==> src/rtl/id_branch_redirect.sv <==
// Decode-stage JAL/branch redirect with 2-bit BHT prediction, ID/EX register and mispredict recovery.
// Latency: redirects are combinational (0 cycles); stall holds ID/EX, BHT and counters, and suppresses redirects.
module id_branch_redirect #(
  parameter int PC_W      = 5,
  parameter int BHT_IDX_W = 3,
  parameter int CNT_W     = 16
) (
  input  logic             clk,
  input  logic             reset,
  input  logic             stall,
  input  logic             id_valid,
  input  logic [31:0]      id_instr,
  input  logic [PC_W-1:0]  id_pc,
  input  logic [PC_W-1:0]  id_pc_next,
  input  logic             resolve_valid,
  input  logic             resolve_taken,
  output logic             jump,
  output logic [PC_W-1:0]  jumping,
  output logic             clr,
  output logic             ex_valid,
  output logic [31:0]      ex_instr,
  output logic [PC_W-1:0]  ex_pc,
  output logic             ex_pred_taken,
  output logic [CNT_W-1:0] branch_cnt,
  output logic [CNT_W-1:0] mispred_cnt
);

  localparam logic [6:0] OP_JAL    = 7'b1101111;
  localparam logic [6:0] OP_BRANCH = 7'b1100011;
  localparam int         BHT_N     = 2 ** BHT_IDX_W;

  // Byte immediate of a JAL or B-type instruction, sign-extended to 32 bits.
  function automatic logic [31:0] imm_of(input logic [31:0] i);
    if (i[6:0] == OP_JAL)
      imm_of = {{11{i[31]}}, i[31], i[19:12], i[20], i[30:21], 1'b0};
    else
      imm_of = {{19{i[31]}}, i[31], i[7], i[30:25], i[11:8], 1'b0};
  endfunction

  function automatic logic [PC_W-1:0] target_of(input logic [31:0] i, input logic [PC_W-1:0] pc);
    target_of = pc + PC_W'($signed(imm_of(i)) >>> 2);
  endfunction

  logic [1:0]      bht [BHT_N];
  logic [PC_W-1:0] ex_pc_next;

  logic            id_is_jal, id_is_br, id_pred, ex_is_br;
  logic            resolve_ok, mispredict, id_redirect;
  logic [PC_W-1:0] id_target, ex_target;

  assign id_is_jal   = id_instr[6:0] == OP_JAL;
  assign id_is_br    = id_instr[6:0] == OP_BRANCH;
  assign id_pred     = id_is_br & bht[id_pc[BHT_IDX_W-1:0]][1];
  assign id_target   = target_of(id_instr, id_pc);
  assign ex_is_br    = ex_instr[6:0] == OP_BRANCH;
  assign ex_target   = target_of(ex_instr, ex_pc);

  assign resolve_ok  = ~stall & resolve_valid & ex_valid & ex_is_br;
  assign mispredict  = resolve_ok & (resolve_taken != ex_pred_taken);
  assign id_redirect = ~stall & id_valid & ~mispredict & (id_is_jal | id_pred);

  // Recovery from execute outranks a decode-side redirect.
  always_comb begin
    jump    = 1'b0;
    jumping = '0;
    if (!reset) begin
      if (mispredict) begin
        jump    = 1'b1;
        jumping = resolve_taken ? ex_target : ex_pc_next;
      end else if (id_redirect) begin
        jump    = 1'b1;
        jumping = id_target;
      end
    end
  end

  assign clr = jump;

  always_ff @(posedge clk or posedge reset) begin
    if (reset) begin
      ex_valid      <= 1'b0;
      ex_instr      <= '0;
      ex_pc         <= '0;
      ex_pc_next    <= '0;
      ex_pred_taken <= 1'b0;
    end else if (!stall) begin
      ex_valid      <= id_valid & ~mispredict;
      ex_instr      <= id_instr;
      ex_pc         <= id_pc;
      ex_pc_next    <= id_pc_next;
      ex_pred_taken <= id_pred;
    end
  end

  always_ff @(posedge clk or posedge reset) begin
    if (reset) begin
      for (int k = 0; k < BHT_N; k++) bht[k] <= 2'b01;
    end else if (resolve_ok) begin
      if (resolve_taken) begin
        if (bht[ex_pc[BHT_IDX_W-1:0]] != 2'b11)
          bht[ex_pc[BHT_IDX_W-1:0]] <= bht[ex_pc[BHT_IDX_W-1:0]] + 2'b01;
      end else begin
        if (bht[ex_pc[BHT_IDX_W-1:0]] != 2'b00)
          bht[ex_pc[BHT_IDX_W-1:0]] <= bht[ex_pc[BHT_IDX_W-1:0]] - 2'b01;
      end
    end
  end

  always_ff @(posedge clk or posedge reset) begin
    if (reset) begin
      branch_cnt  <= '0;
      mispred_cnt <= '0;
    end else begin
      if (resolve_ok && branch_cnt != '1) branch_cnt <= branch_cnt + CNT_W'(1);
      if (mispredict && mispred_cnt != '1) mispred_cnt <= mispred_cnt + CNT_W'(1);
    end
  end

endmodule

==> config.mk <==
export PLATFORM = sky130hd
export DESIGN_NAME = id_branch_redirect
export DESIGN_NICKNAME = d
export VERILOG_FILES = /design/src/rtl/id_branch_redirect.sv
export SDC_FILE = /design/constraint.sdc
export NUM_CORES = 1
export LEC_CHECK = 0
export CAP_MARGIN = 0
export CORE_ASPECT_RATIO = 1.25
export CORE_UTILIZATION = 40
export CTS_BUF_LIST = sky130_fd_sc_hd__clkbuf_8
export CTS_CLUSTER_DIAMETER = 30
export DETAILED_ROUTE_END_ITERATION = 6
export PLACE_DENSITY_LB_ADDON = 0.25
export SLEW_MARGIN = 40
export SYNTH_ARGS = -nofsm -noshare
export SYNTH_HDL_FRONTEND = slang
export SYNTH_SLANG_ARGS = --single-unit
==> constraint.sdc <==
create_clock -name clk -period 6.4 [get_ports clk]
set_input_delay 1.28 -clock clk [delete_from_list [all_inputs] [get_ports clk]]
set_output_delay 1.28 -clock clk [all_outputs]
set_load 0.01 [all_outputs]
### Yosys cells after proc, flatten, opt, wreduce, memory -nomap -nowiden

Cells that the tools add are included.

| cells by class | value |
|---|---|
| muxes and demuxes | 22 |
| reduce and logical (&&, ||, !) cells | 6 |
| equality and inequality tests | 9 |
| $add $sub $neg | 6 |
| bitwise gates (word level) | 14 |
| magnitude comparators | 3 |

Operator list:

| kind | number |
|---|---|
| two-way mux 16 bit | 3 |
| adder 16 x 1 -> 16 bit, second input constant | 2 |
| bitwise mux 16 bit | 2 |
| inequality test 16 bit, second input constant | 2 |
| two-way mux 5 bit | 6 |
| equality test 7 bit, second input constant | 4 |
| binary-select mux 2 bit (select 3 bit) | 2 |
| adder 5 bit | 2 |
| two-way mux 2 bit | 5 |
| bitwise AND 1 bit | 9 |
| greater-or-equal comparator 4 bit, second input constant | 2 |
| inverter 3 -> 4 bit | 2 |
| demux 2 bit (select 3 bit) | 1 |
| < comparator 4 x 1 -> 1 bit, second input constant | 1 |
| nonzero test 2 bit | 2 |
| logical AND 1 bit | 3 |
| two-way mux 1 bit | 3 |
| AND reduction 3 bit | 1 |
| adder 2 x 1 -> 2 bit, second input constant | 1 |
| inequality test 2 x 1 -> 1 bit, second input constant | 1 |
| inequality test 2 bit, second input constant | 1 |
| inverter 1 bit | 2 |
| subtractor 2 x 1 -> 2 bit, second input constant | 1 |
| inequality test 1 bit | 1 |
| bitwise OR 1 bit | 1 |

| word-level totals | value |
|---|---|
| bits in registers | 92 |
| output and inout port bits | 78 |
| bits of input ports | 48 |

### Longest topological paths before layout

| logic depth | value |
|---|---|
| depth in word-level cells | 11 |
| gate-level depth with buffers | 11 |

### Least setup slack after synthesis

No wires, ideal clock.

| timing path | value |
|---|---|
| kind | input-to-output |
| from | input port id_instr[6] |
| to | output port jumping[4] |
| slack | 1.461 ns |
| stages | 11 |
| arrival | 3.659 ns |
| required time | 5.120 ns |
| cell sequence | nand2_1 > nor4bb_1 > and3_1 > mux2_2 > ha_1 > fa_1 > a21o_1 > a21oi_1 > xnor2_1 > a21o_1 > a211oi_1 |

| between the ends | value |
|---|---|
| word-level cells in the longest chain between the ends | 7 |
| elaborated cells on any way between the ends | 10 |
| those cells by class | add/sub: 1; eq/ne: 2; mux: 4; bitwise: 3 |

Ends and longest elaborated chain:

| element | line | RTL |
|---|---|---|
| start: declaration | 12 | `input logic [31:0] id_instr,` |
| parallel branches: the longest is 4 deep, another holds adder 5 bit | n/a |  |
| two-way mux 5 bit * | 70 | `end else if (id_redirect) begin` |
| two-way mux 5 bit * | 67 | `if (mispredict) begin` |
| two-way mux 5 bit * | 66 | `if (!reset) begin` |
| end: declaration | 18 | `output logic [PC_W-1:0] jumping,` |

Every way passes the cells marked *.

### Worst setup path in the final report

Ends and elaborated chain as after synthesis.

==> flow_summary.yaml <==
run_status:
  run_status: "finished clean"
power_and_ir_drop:
  worst_case_vdd_ir_drop_v: 0.0001289
  power.clock.fraction: 0.321
  internal_power_w: 0.0009301
  pleak_nw: 2.691
  switchingPower_w: 0.0003211
  sw_frac_of_total: 0.2566
  power.combinational.fraction: 0.170
  part_of_the_total_power_dissipated_in_sequential_elements: 0.509
  power-per-cell-area_nw_per_um2: 198.8
critical_path:
  ff2ff_path_depth: 8
  crit_path_max_incr_delay_ns: 0.58
  worst-path-buf-inv: 2
  critPathMaxFanout: 4
  critical_path.endpoint: "jumping[4]"
  worstPathCellList: "clkdlybuf4s50_1, nand2_1, nor4bb_2, and3_1, mux2_2, ha_1, fa_1, a21o_1, a21oi_1, xnor2_1, a21o_1, a211oi_1, clkdlybuf4s50_1"
  setup.worst_path.start_class: "primary input"
  cp.arrival_ns: 4.92
  reg2reg_setup_slack_ns: 3.05
  startpoint_of_the_most_critical_register_to_register_path: "ex_pc[2]$_DFFE_PP0N_"
  worst_setup_path_startpoint: "id_instr[6]"
  critical_path.endpoint_type: "primary output"
  cp_num_cells: 13
  cp_top_family: "buffers and inverters"
  required_ns: 5.12
  timing.setup.critical_path_class: "primary input to primary output"
  slowest_stage: "sky130_fd_sc_hd__clkdlybuf4s50_1"
  reg2reg_to: "bht[13]$_DFFE_PP0P_"
sta:
  setup_violations_final: 0
  maxClockFrequency_ghz: 0.1612
  finalSetupTns_ns: 0
  rsz0062_at_grt: "no"
  tightestPinTransition_ns: 0.6457
  finalMaxSlewViolations: 0
  skew_ns: 0.004870
  fin_crit_sh: 0.9692
  headroom_to_the_max_slew_limit: 0.5659
  period_minus_slack_ns: 6.203
  hold_violations: 0
routing:
  route.detailed.drc: 0
  first_pass_iters: 4
  finalWirelength_microns: 11060
  vias: 3539
  avgViaCountPerCell: 5.338
  first_iter_violations: 117
  drtAntennaViolNets: 0
  route.detailed.wl_per_inst_microns: 16.69
clocking:
  clock_sinks: 92
  htree_num_levels: 3
  tritoncts: "yes"
  cts.path.max_buffers: 2
  clockRootBuffer: "sky130_fd_sc_hd__clkbuf_8"
  clkLatencyLatePin_ns: 0.36
  cts_hold_repair.buffers: 0
  cts_buffers: 9
  cts_setup_buffers: 0
  clock_edge_transition_at_the_registers_on_the_reported_setup_and_hold_paths_ns: 0.09
floorplan:
  rows: 43
  start_util: 0.4180
  die_area_sq_um: 12190
  die_width_microns: 98.96
  io-pin-count: 126
  chipHeight_microns: 123.2
  floorplan.core_area_sq_um: 11240
global_routing:
  first_global_vias: 3597
  antenna_found_initial: 0
  grt.overflow.total: 0
  largest_net_degree_at_the_start_of_global_routing: 49
  grt_usage: 0.1891
  grt_first_pass_wirelength_microns: 17730
synth:
  postSynthCellCount: 398
  post-synth-top-count-cell: "sky130_fd_sc_hd__dfrtp_1"
  synthesis.area_per_instance_sq_um: 11.81
  top_area_cell_type_share_of_the_netlist_area: 0.4472
  total_nets_after_synthesis: 462
  postSynth.topFlopCell: "sky130_fd_sc_hd__dfrtp_1"
  synth_area_leader_cell: "sky130_fd_sc_hd__dfrtp_1"
  synthTopCellsByArea: "sky130_fd_sc_hd__dfrtp_1 45%, sky130_fd_sc_hd__mux2_2 15%, sky130_fd_sc_hd__dfstp_2 4.5%"
  yosys_warnings: 0
  netlist_area_sq_um: 4701
  ys_seq_elements: 92
  synthTopCellsByCount: "84 x sky130_fd_sc_hd__dfrtp_1, 62 x sky130_fd_sc_hd__mux2_2, 22 x sky130_fd_sc_hd__nand2_1"
  synth_edf_count: 0
  netlist-cell-type-count: 53
  ys_async_sr_fraction: 1.000
  seq_area_frac_synth: 0.4919
final_layout:
  post_route_cells_drive_above_1_share: 0.1875
  layout.nets: 587
  fillerInstances: 928
  layout.core_utilization: 0.5596
  area_delta_synth_final_pct: 33.86
  n_antenna_cell: 0
min_path:
  hold_path.class: "register to register"
place:
  place.port_buffers: 125
  place.detailed.hpwl_microns: 8256
  globalplace.congestion: 0.7786
flow_run:
  max-cap-violations: 0
## registers in the layout, summed over array words and instances (netlist names), named ones only
signal and count:
ex_pc 5, ex_valid 1, mispred_cnt 16, ex_pred_taken 1, ex_pc_next 5, branch_cnt 16, bht 8, ex_instr 32
## repair_timing
item                                    4_1_cts  5_1_grt
endpoints found under the setup margin        0        2
resized for setup                             0        1
endpoints found under the hold margin         0        0
## how the worst min path moves through the flow
stage,depth (start not counted),start,end
3_5_place_dp,2,register,register
5_1_grt,2,register,register
2_1_floorplan,2,register,register
4_1_cts,2,register,register
3_3_place_gp,2,register,register
6_report,2,register,register
## metal layers
layer,track usage,wire length [microns],part of all wire
met5,0,0,0
met4,0.07463,247,0.022
met3,0.04070,475,0.043
met2,0.3221,5586,0.50
met1,0.2347,4753,0.43
## metrics by stage
| step | cell area [sq um] | setup slack (ns) | total power [W] | hold WS, ns | std cells |
|---|---|---|---|---|---|
| global route | 6292 | 0.02350 | 0.001310 | 0.5136 | 663 |
| finish | 6292 | 0.1973 | 0.001251 | 0.4687 | 663 |
| global placement | 6082 | 0.2330 | 0.0008577 | 0.4576 | 647 |
| floorplan | 4701 | 1.461 | 0.0007512 | 0.4424 | 398 |
| CTS | 6285 | 0.1152 | 0.001265 | 0.4732 | 663 |
| detailed placement | 6082 | 0.1455 | 0.0008630 | 0.4560 | 647 |
## kinds of logic (layout without fill, tap and decap cells)
kind of cell               Yosys count  count (layout)  share of synthesized area
AOI/OAI and AO/OA                   37              37                    0.05164
xor gates and xnor gates            38              38                    0.07080
adders and majority gates           16              16                    0.04578
buffers and inverters               22             152                    0.01863
DFF                                 92              92                     0.4919
muxes                               75              75                     0.1791
and+or+nand+nor                    118             118                     0.1421
## worst reg2reg max path, stage by stage (launching register included)
cell and delay (ns):
sky130_fd_sc_hd__dfrtp_1 0.75, sky130_fd_sc_hd__mux2_2 0.41, sky130_fd_sc_hd__o21ai_0 0.37, sky130_fd_sc_hd__o21ai_0 0.18, sky130_fd_sc_hd__ha_1 0.23, sky130_fd_sc_hd__mux2i_1 0.33, sky130_fd_sc_hd__nand3_1 0.32, sky130_fd_sc_hd__nor3b_2 0.31
sky130_fd_sc_hd__mux2_1 0.35
## final cells by class
class	count	area (sq um)	area share
Clock inverter	5	51.30	0.008153
Timing Repair Buffer	128	1269	0.2016
Inverter	8	32.53	0.005170
Sequential cell	92	2312	0.3675
Tap cell	135	168.9	0.02684
Multi-Input combinational cell	284	2307	0.3667
Clock buffer	11	151.4	0.02406
## power groups by stage
stage	Clock, W	Sequential, W	Combinational (W)
6_report	0.000401	0.000637	0.000213
5_1_grt	0.000435	0.000642	0.000233
4_1_cts	0.000412	0.000638	0.000215
3_5_place_dp	0	0.000649	0.000214
3_3_place_gp	0	0.000647	0.000211
2_1_floorplan	0	0.000651	0.000101
## cell usage in the layout (no fill, tap or decap), types with 5 or more instances in the layout
cell type / instances
sky130_fd_sc_hd__nor2_1: 17
sky130_fd_sc_hd__and4_1: 5
sky130_fd_sc_hd__a21oi_1: 11
sky130_fd_sc_hd__nand4_1: 16
sky130_fd_sc_hd__nand3_1: 16
sky130_fd_sc_hd__nor2b_1: 5
sky130_fd_sc_hd__clkbuf_8: 11
sky130_fd_sc_hd__clkdlybuf4s50_1: 124
sky130_fd_sc_hd__dfrtp_1: 84
sky130_fd_sc_hd__nor3_1: 7
sky130_fd_sc_hd__nor4_1: 5
sky130_fd_sc_hd__o21ai_0: 6
sky130_fd_sc_hd__and3_1: 7
sky130_fd_sc_hd__mux2_2: 62
sky130_fd_sc_hd__mux2i_1: 11
sky130_fd_sc_hd__xor2_1: 18
sky130_fd_sc_hd__xnor2_1: 20
sky130_fd_sc_hd__nand2_1: 22
sky130_fd_sc_hd__dfstp_2: 8
sky130_fd_sc_hd__inv_1: 8
sky130_fd_sc_hd__ha_1: 14
(Power assumes the default switching activity.)
